`config.mk`:
```
export PLATFORM = sky130hd
export DESIGN_NAME = pulse_meter
export DESIGN_NICKNAME = d
export VERILOG_FILES = /design/src/rtl/pulse_meter_pkg.sv /design/src/rtl/pulse_meter_edge_sync.sv /design/src/rtl/pulse_meter.sv
export SDC_FILE = /design/constraint.sdc
export NUM_CORES = 1
export LEC_CHECK = 0
export BUFFER_PORTS_ARGS = -buffer_cell sky130_fd_sc_hd__buf_2
export CORE_MARGIN = 1
export CORE_UTILIZATION = 40
export CTS_CLUSTER_DIAMETER = 30
export DETAILED_ROUTE_END_ITERATION = 10
export PLACE_DENSITY = 0.6
export SLEW_MARGIN = 30
export SYNTH_ARGS = -nofsm -noshare
export SYNTH_HDL_FRONTEND = slang
export SYNTH_HIERARCHICAL = 1
export SYNTH_SLANG_ARGS = --single-unit
```
`constraint.sdc`:
```
create_clock -name clock -period 1.7 [get_ports clock]
set_clock_uncertainty 0.15 [all_clocks]
set_input_delay 0.34 -clock clock [delete_from_list [all_inputs] [get_ports clock]]
set_output_delay 0.34 -clock clock [all_outputs]
set_load 0.05 [all_outputs]
```
`src/rtl/pulse_meter_pkg.sv`:
```
// Shared definitions for the pulse measurement stage.
package pulse_meter_pkg;

    localparam int unsigned CNT_W_DEF  = 8;
    localparam int unsigned WINDOW_DEF = 16;

    typedef logic [1:0] state_t;

    localparam state_t ST_IDLE    = 2'd0;
    localparam state_t ST_MEASURE = 2'd1;
    localparam state_t ST_REPORT  = 2'd2;

    // All-ones value of a w-bit counter, used as the saturation ceiling.
    function automatic logic [31:0] sat_max(input int unsigned w);
        if (w >= 32) begin
            return 32'hFFFF_FFFF;
        end
        return (32'd1 << w) - 32'd1;
    endfunction

endpackage

```
`src/rtl/pulse_meter_edge_sync.sv`:
```
// Two-flop synchronizer plus history flop; flags a rising edge of d.
module edge_sync (
    input  logic clock,
    input  logic reset,
    input  logic d,
    output logic rise
);

    logic r_s1;
    logic r_s2;
    logic r_prev;

    // Synchronize the asynchronous input and keep one cycle of history.
    always_ff @(posedge clock) begin
        if (reset) begin
            r_s1   <= 1'b0;
            r_s2   <= 1'b0;
            r_prev <= 1'b0;
        end else begin
            r_s1   <= d;
            r_s2   <= r_s1;
            r_prev <= r_s2;
        end
    end

    assign rise = r_s2 & ~r_prev;

endmodule

```
`src/rtl/pulse_meter.sv`:
```
// Counts rising edges of pulse_in over a gated window and measures the last edge spacing.
module pulse_meter
    import pulse_meter_pkg::*;
#(
    parameter int unsigned CNT_W  = CNT_W_DEF,
    parameter int unsigned WINDOW = WINDOW_DEF
) (
    input  logic             clock,
    input  logic             reset,
    input  logic             pulse_in,
    input  logic             start,
    output logic             busy,
    output logic             done,
    output logic [CNT_W-1:0] count,
    output logic [CNT_W-1:0] period,
    output logic             overflow
);

    localparam int unsigned WIN_W = $clog2(WINDOW);
    localparam logic [CNT_W-1:0] C_MAX  = CNT_W'(sat_max(CNT_W));
    localparam logic [WIN_W-1:0] C_WLD  = WIN_W'(WINDOW - 1);

    logic w_rise;

    state_t           r_state,    w_state_nxt;
    logic [WIN_W-1:0] r_win,      w_win_nxt;
    logic [CNT_W-1:0] r_wcnt,     w_wcnt_nxt;
    logic [CNT_W-1:0] r_gap,      w_gap_nxt;
    logic             r_seen,     w_seen_nxt;
    logic [CNT_W-1:0] r_wper,     w_wper_nxt;
    logic             r_wovf,     w_wovf_nxt;
    logic             r_busy,     w_busy_nxt;
    logic             r_done,     w_done_nxt;
    logic [CNT_W-1:0] r_count,    w_count_nxt;
    logic [CNT_W-1:0] r_period,   w_period_nxt;
    logic             r_overflow, w_overflow_nxt;

    edge_sync u_edge_sync (
        .clock (clock),
        .reset (reset),
        .d     (pulse_in),
        .rise  (w_rise)
    );

    // State, working counters and output registers.
    always_ff @(posedge clock) begin
        if (reset) begin
            r_state    <= ST_IDLE;
            r_win      <= '0;
            r_wcnt     <= '0;
            r_gap      <= '0;
            r_seen     <= 1'b0;
            r_wper     <= '0;
            r_wovf     <= 1'b0;
            r_busy     <= 1'b0;
            r_done     <= 1'b0;
            r_count    <= '0;
            r_period   <= '0;
            r_overflow <= 1'b0;
        end else begin
            r_state    <= w_state_nxt;
            r_win      <= w_win_nxt;
            r_wcnt     <= w_wcnt_nxt;
            r_gap      <= w_gap_nxt;
            r_seen     <= w_seen_nxt;
            r_wper     <= w_wper_nxt;
            r_wovf     <= w_wovf_nxt;
            r_busy     <= w_busy_nxt;
            r_done     <= w_done_nxt;
            r_count    <= w_count_nxt;
            r_period   <= w_period_nxt;
            r_overflow <= w_overflow_nxt;
        end
    end

    // Next-state, window datapath and result capture.
    always_comb begin
        w_state_nxt    = r_state;
        w_win_nxt      = r_win;
        w_wcnt_nxt     = r_wcnt;
        w_gap_nxt      = r_gap;
        w_seen_nxt     = r_seen;
        w_wper_nxt     = r_wper;
        w_wovf_nxt     = r_wovf;
        w_busy_nxt     = 1'b0;
        w_done_nxt     = 1'b0;
        w_count_nxt    = r_count;
        w_period_nxt   = r_period;
        w_overflow_nxt = r_overflow;

        case (r_state)
            ST_IDLE: begin
                if (start) begin
                    w_state_nxt = ST_MEASURE;
                    w_win_nxt   = C_WLD;
                    w_wcnt_nxt  = '0;
                    w_gap_nxt   = '0;
                    w_seen_nxt  = 1'b0;
                    w_wper_nxt  = '0;
                    w_wovf_nxt  = 1'b0;
                    w_busy_nxt  = 1'b1;
                end
            end

            ST_MEASURE: begin
                if (r_gap != C_MAX) begin
                    w_gap_nxt = r_gap + CNT_W'(1);
                end
                if (w_rise) begin
                    if (r_wcnt == C_MAX) begin
                        w_wovf_nxt = 1'b1;
                    end else begin
                        w_wcnt_nxt = r_wcnt + CNT_W'(1);
                    end
                    if (r_seen) begin
                        if (r_gap == C_MAX) begin
                            w_wper_nxt = C_MAX;
                            w_wovf_nxt = 1'b1;
                        end else begin
                            w_wper_nxt = r_gap + CNT_W'(1);
                        end
                    end
                    w_gap_nxt  = '0;
                    w_seen_nxt = 1'b1;
                end
                // Results are captured on the way into REPORT so they are valid with done.
                if (r_win == '0) begin
                    w_state_nxt    = ST_REPORT;
                    w_done_nxt     = 1'b1;
                    w_count_nxt    = w_wcnt_nxt;
                    w_period_nxt   = w_wper_nxt;
                    w_overflow_nxt = w_wovf_nxt;
                end else begin
                    w_win_nxt  = r_win - WIN_W'(1);
                    w_busy_nxt = 1'b1;
                end
            end

            ST_REPORT: begin
                w_state_nxt = ST_IDLE;
            end

            default: begin
                w_state_nxt = ST_IDLE;
            end
        endcase
    end

    assign busy     = r_busy;
    assign done     = r_done;
    assign count    = r_count;
    assign period   = r_period;
    assign overflow = r_overflow;

endmodule
```
==> summary.txt, run 1 <==
Critical path
  • Critical Path Start Type: flop
  • CP arrival: 1.83 ns
  • CP endpoint kind: flop
  • Setup CP Type: reg -> reg
  • CP max FO: 4
  • Req. time, crit path: 1.75 ns

Floorplanning
  • CORE AREA: 0.00606 sq mm
  • # IOs: 23
  • Initial Util: 0.423
  • Die height: 82.0 um
  • Die area: 0.00673 sq mm
  • Row count: 28
  • Chip Width: 82.0 um

Clocking
  • # hold bufs at CTS: 0
  • Clock sink total: 54
  • Worst-path clk slew: 0.09 ns
  • Latest clock arrival within the worst-skew pair: 0.30 ns
  • Root Buffer: clkbuf_8
  • Longest Clk Path Bufs: 2
  • CTS Buf Count: 5
  • Max H-tree Level: 2
  • TritonCTS clock tree: yes

Final layout
  • Fin util: 0.553
  • Total Nets Final: 374
  • Commonest non-fill, non-tap cell in the layout: buf_4
  • Fill cell count: 560
  • Layout cells sized above 1: 0.362
  • Most frequent cells in the layout: buf_4, dfxtp_1, nand2_1
  • Design Area, Final: 0.00335 sq mm
  • Diode count: 0
  • Area Growth Syn to Fin: 30.9%

Placement
  • Dpl hpwl: 4550 um
  • Placed Area: 0.00306 sq mm
  • PortBufs: 22
  • GP Congestion: 0.902

Timing
  • Final slew viol count: 0
  • Period utilization: 1.05
  • RSZ-0062 raised after global routing: true
  • Final WS setup: -0.0820 ns
  • Final Hold Viols: 0
  • Peak Freq: 561 MHz
  • Slew HR: 0.787
  • Tmin final: 1.78 ns
  • Actual slew at the worst max-slew pin: 0.318 ns
  • Worst Hold Slack: 0.0947 ns
  • Final setup viols: 7

Global route
  • Vias in the first global route: 2111
  • First-pass GRT wire length: 10500 um
  • GR Util All Layers: 0.205
  • GR Overflow Total: 0
  • Largest net degree at the start of global routing: 18
  • Initial antenna violation count: 0

Logic synthesis
  • Syn_nets: 303
  • Yosys warns: 6
  • Post-synth EDFFs: 0
  • Mapped Area: 0.00256 sq mm
  • Synth cell types: 56
  • FFs w/ async S/R, synth: 0
  • Gate Count Post-Synth: 296
  • Top_reg_cell synth: dfxtp_1
  • Yosys reg bits: 54
  • Avg Cell Area, Syn: 8.65 sq um
  • Sequential area share after synthesis: 0.422

Pwr
  • Leakage Power: 1.30 nW
  • Power Density: 753 mW/mm^2
  • Power, Total: 2.52 mW
  • Max VDD drop: 500 uV

Flow run
  • Maxcap violations: 0

Run status
  • Outcome: complete, but fails checks
  • Failing checks: negative setup slack

Routing
  • Vias: 2404
  • Wire length per cell: 14.8 um
  • Post-DRT Antenna Nets: 0
  • Vias per cell: 5.44
  • Post-route DRC: 0
  • DR iter-0 viols: 89
  • Final wirelength: 6530 um
  • DR pass1 iterations: 4

Worst hold path
  • Min-Delay Path Class: in -> reg
state kept, by name, indices dropped and copies added (netlist names), 2 cells and up:
register	cells
count	8
period	8
r_gap	8
r_wcnt	8
r_wper	8
r_win	4
r_state	2
cell usage after synthesis (all sizes together) (2+ instances only):
library cell | count | share of area
a311oi | 6 | 0.021
dfxtp | 54 | 0.42
and3 | 4 | 0.0098
a41o | 3 | 0.012
clkbuf | 8 | 0.012
nand2b | 4 | 0.0098
mux2i | 2 | 0.0078
or3b | 2 | 0.0078
nand4 | 4 | 0.0098
a41oi | 2 | 0.0068
and4 | 4 | 0.014
o211ai | 11 | 0.038
a21oi | 28 | 0.059
nor2 | 19 | 0.033
o21ai | 14 | 0.027
o31ai | 2 | 0.0059
nand2 | 27 | 0.041
buf | 12 | 0.033
nor3 | 8 | 0.016
o32ai | 3 | 0.013
nor4 | 2 | 0.0073
nor2b | 5 | 0.013
or3 | 3 | 0.0073
nand3 | 12 | 0.023
o311ai | 2 | 0.0068
a31oi | 9 | 0.022
and2 | 7 | 0.017
inv | 14 | 0.021
o21bai | 3 | 0.0088
ha | 3 | 0.015
xnor2 | 4 | 0.014
a211oi | 3 | 0.0088
kinds of logic (layout without fill, tap and decap cells):
family / Yosys count / after routing / synth area share
XOR/XNOR: 4 / 4 / 0.0137
AO/OA/AOI/OAI: 96 / 96 / 0.263
AND/OR/NAND/NOR: 103 / 103 / 0.214
adder cells (fa/ha/maj): 3 / 3 / 0.0147
flip-flops: 54 / 54 / 0.422
multiplexers: 2 / 2 / 0.00782
buffers and inverters: 34 / 105 / 0.0650
area by class of cell:
cell class / count / area (sq um) / area share
multi-input cells: 208 / 1430 / 0.427
clock inverters: 2 / 10.0 / 0.00299
clock buffers: 5 / 68.8 / 0.0205
well taps: 75 / 93.8 / 0.0280
flip-flops and latches: 54 / 1100 / 0.327
repair buffers: 84 / 597 / 0.178
inverters: 14 / 52.6 / 0.0157
repair_timing:
action                                  4_1_cts  5_1_grt
pin swaps                                     1       19
setup buffers                                 1        8
endpoints found under the setup margin       18       35
gates cloned                                  0        1
resized for setup                             8       30
through the flow:
| step | setup WS [ns] | cells | TNS [ns] |
|---|---|---|---|
| after floorplan | -0.0391 | 296 | -0.0391 |
| after global placement | -0.0556 | 425 | -0.224 |
| after detailed placement | -0.0825 | 425 | -0.334 |
| after CTS | -0.0766 | 433 | -0.370 |
| after global routing | -0.149 | 442 | -1.67 |
| final | -0.0820 | 442 | -0.293 |
power breakdown:
| group | switching (mW) | total [mW] | internal (mW) |
|---|---|---|---|
| registers | 0.0409 | 1.36 | 1.31 |
| clock network | 0.405 | 0.683 | 0.278 |
| logic | 0.271 | 0.486 | 0.215 |
routing by layer:
layer / GRT usage / vias up / share of wire
met5: 0 / - / 0
met4: 0.0456 / 0 / 0.0064
met3: 0.0400 / 4 / 0.034
met2: 0.308 / 36 / 0.45
met1: 0.298 / 1138 / 0.51
li1: - / 1226 / -
worst max-delay path, cell delays in order (launching register included):
cell and delay, ns:
dfxtp_2 0.33, inv_2 0.06, ha_4 0.14, or3b_4 0.40, o211a_1 0.22, a41o_1 0.19
a41o_1 0.19
final timing paths:
check	from	end	slack, ns	cells past startpoint
max	r_win[0]	period[5]	-0.08	6
min	pulse_in	u_edge_sync/r_s1	0.09	2
max reg2reg	r_win[0]	period[5]	-0.08	6
min reg2reg	r_wper[1]	r_wper[1]	0.31	2
Note: power is estimated with default switching activity, not from simulation.
==> inputs of run 2 (changes only) <==
--- a/config.mk
+++ b/config.mk
@@ -10,9 +10,8 @@
 export CORE_UTILIZATION = 40
 export CTS_CLUSTER_DIAMETER = 30
 export DETAILED_ROUTE_END_ITERATION = 10
-export PLACE_DENSITY = 0.6
+export PLACE_DENSITY = 0.59
 export SLEW_MARGIN = 30
 export SYNTH_ARGS = -nofsm -noshare
 export SYNTH_HDL_FRONTEND = slang
-export SYNTH_HIERARCHICAL = 1
 export SYNTH_SLANG_ARGS = --single-unit
==> summary.txt, run 2 <==
Run status
  • Outcome: complete, no violations

Routing
  • Final wirelength: 7040 um
  • Post-DRT Antenna Nets: 0
  • Vias per cell: 5.55
  • DR iter-0 viols: 123
  • Post-route DRC: 0
  • DR pass1 iterations: 4
  • Vias: 2438
  • Wire length per cell: 16.0 um

Clocking
  • Root Buffer: clkbuf_8
  • Max H-tree Level: 2
  • Longest Clk Path Bufs: 2
  • TritonCTS clock tree: yes
  • CTS Buf Count: 5
  • Worst-path clk slew: 0.10 ns
  • # hold bufs at CTS: 0
  • Latest clock arrival within the worst-skew pair: 0.32 ns
  • Clock sink total: 54

Logic synthesis
  • XOR/XNOR Fraction of Synth Area: 0.0168
  • Mux contribution to synthesized area: 0.0159
  • Top cells by instance count after synthesis: dfxtp_1, a21oi_1, nand2_1
  • Post-synth top area share: 0.416
  • Synth top area cells: dfxtp_1, a21oi_1, o21ai_0
  • Yosys reg bits: 54
  • Top-count cell post-synth: dfxtp_1
  • Area fraction in compound gates after synthesis: 0.271
  • Mapped Area: 0.00260 sq mm
  • Sequential area share after synthesis: 0.416
  • Post-synth EDFFs: 0
  • Synth cell types: 55
  • Post-Synth Adder-Cell Area: 0.0144
  • Syn_nets: 305
  • Largest family of logic cells by synthesized area: compound AO/OA/AOI/OAI gates
  • Leading area contributor after synthesis: dfxtp_1
  • Post-synthesis simple-gate area fraction: 0.212
  • Top_reg_cell synth: dfxtp_1
  • FFs w/ async S/R, synth: 0
  • Avg Cell Area, Syn: 8.73 sq um
  • Yosys warns: 0
  • Gate Count Post-Synth: 298

Timing
  • Peak Freq: 602 MHz
  • Final Hold Viols: 0
  • Tmin final: 1.66 ns
  • Final setup viols: 0
  • Actual slew at the worst max-slew pin: 0.458 ns
  • RSZ-0062 raised after global routing: true
  • Final slew viol count: 0
  • Slew HR: 0.692
  • Period utilization: 0.978

Final layout
  • Fin util: 0.537
  • Diode count: 0
  • Commonest non-fill, non-tap cell in the layout: buf_4
  • Layout cells sized above 1: 0.359
  • Fill cell count: 623
  • Most frequent cells in the layout: buf_4, dfxtp_1, nand2_1, a21oi_1, buf_2
  • Total Nets Final: 368
  • Area Growth Syn to Fin: 30.4%

Global route
  • Largest net degree at the start of global routing: 29
  • GR Util All Layers: 0.212
  • Initial antenna violation count: 0
  • GR Overflow Total: 0
  • First-pass GRT wire length: 10900 um
  • Vias in the first global route: 2272

Critical path
  • Reg2reg path depth: 7
  • Critical path's largest stage delay: 0.36 ns
  • CP max-delay cell: dfxtp_2
  • CP max FO: 5
  • Top delay family on crit path: compound AO/OA/AOI/OAI gates
  • R2r endpoint: r_win[2]
  • CP endpoint kind: flop
  • Crit path cell chain: inv_2, ha_4, nor3b_4, buf_4, a21oi_2, a21oi_1, a311oi_1
  • Critical Path Start Type: flop
  • Setup CP Type: reg -> reg
  • Launch point of the worst reg-to-reg path: r_win[1]
  • Buf/Inv on CP: 2
  • Flop2flop setup slack: 0.04 ns
  • Req. time, crit path: 1.78 ns
  • CP arrival: 1.74 ns

Flow run
  • Maxcap violations: 0

Floorplanning
  • Row count: 29
  • CORE AREA: 0.00631 sq mm
  • Initial Util: 0.412
  • # IOs: 23
  • Die height: 82.6 um
  • Chip Width: 82.6 um
  • Die area: 0.00683 sq mm

Pwr
  • Power, Total: 2.63 mW
  • Max VDD drop: 403 uV
  • Power Density: 776 mW/mm^2
  • Leakage Power: 1.29 nW

Worst hold path
  • Min-Delay Path Class: in -> reg
  • WHS Endpoint: u_edge_sync.r_s1
  • Hold_sp: pulse_in
  • Hold depth: 2

Placement
  • Dpl hpwl: 4840 um
  • PortBufs: 22
  • GP Congestion: 0.918
[run 2: cell count changes in the layout (fill, tap and decap cells not counted), moves of 5 or more]
| cell | previous run | this run |
|---|---|---|
| a211oi_2 | 0 | 5 |
| nand3b_1 | 0 | 5 |
| nor2_1 | 14 | 20 |
| o21ai_0 | 11 | 17 |
| nand3_1 | 10 | 3 |
| or3_1 | 1 | 6 |
| buf_4 | 57 | 48 |
[run 2: worst max-delay path by stage]
stage                            to  cells after the start      from  slack [ns]
after global routing      period[3]                      7  r_win[1]       -0.06
after CTS                  count[7]                      6  r_win[1]      0.0008
after floorplan            r_gap[7]                      6  r_gap[0]        0.02
after detailed placement  period[6]                      7  r_win[1]       -0.11
after global placement     count[7]                      6  r_win[1]       -0.06
final                      r_win[2]                      7  r_win[1]        0.04
[run 2: layout make-up]
class / instances / area [sq um] / area share
tap: 77 / 96.3 / 0.0284
multi-input combinational: 215 / 1510 / 0.444
inverter: 10 / 37.5 / 0.0111
clock buffer: 7 / 86.3 / 0.0255
timing repair buffer: 75 / 563 / 0.166
sequential: 54 / 1100 / 0.323
clock inverter: 1 / 5.00 / 0.00148
[run 2: through the flow]
step	std cells	TNS (ns)	hold slack (ns)	area (sq um)	setup WS, ns
finish	439	0	0.0803	3390	0.0378
global route	439	-0.365	0.101	3390	-0.0574
CTS	437	0	0.0806	3220	0.000795
detailed placement	426	-0.631	0.280	3090	-0.107
global placement	426	-0.169	0.275	3090	-0.0606
floorplan	298	0	0.264	2610	0.0238
[run 2: metal layers]
metal | up-vias | GRT usage | wire length, um
met4 | 0 | 0.0724 | 110
met3 | 9 | 0.0407 | 197
met5 | - | 0 | 0
met1 | 1173 | 0.273 | 3440
met2 | 38 | 0.351 | 3290
li1 | 1218 | - | -
[run 2: logic make-up (layout without fill, tap and decap cells)]
group | count (synthesis) | after routing
compound gates | 102 | 102
xor+xnor | 5 | 5
fa+ha+maj | 3 | 3
buf+inv | 29 | 93
flops | 54 | 54
mux | 4 | 4
simple gates | 101 | 101
[run 2: power by group]
group / total (mW) / switching, mW / internal (mW)
clock: 0.768 / 0.437 / 0.330
combinational: 0.516 / 0.299 / 0.217
sequential: 1.35 / 0.0348 / 1.31
[run 2: what timing repair did]
item	in CTS	in global routing
setup buffers	3	0
resized for setup	7	39
cloned	0	3
pin swaps	2	15
setup endpoints to repair	15	32
[run 2: worst register-to-register path, cell delays in order, from the launching register on]
cell and delay (ns):
dfxtp_2 0.36, inv_2 0.05, ha_4 0.15, nor3b_4 0.15
buf_4 0.14, a21oi_2 0.24, a21oi_1 0.10, a311oi_1 0.24
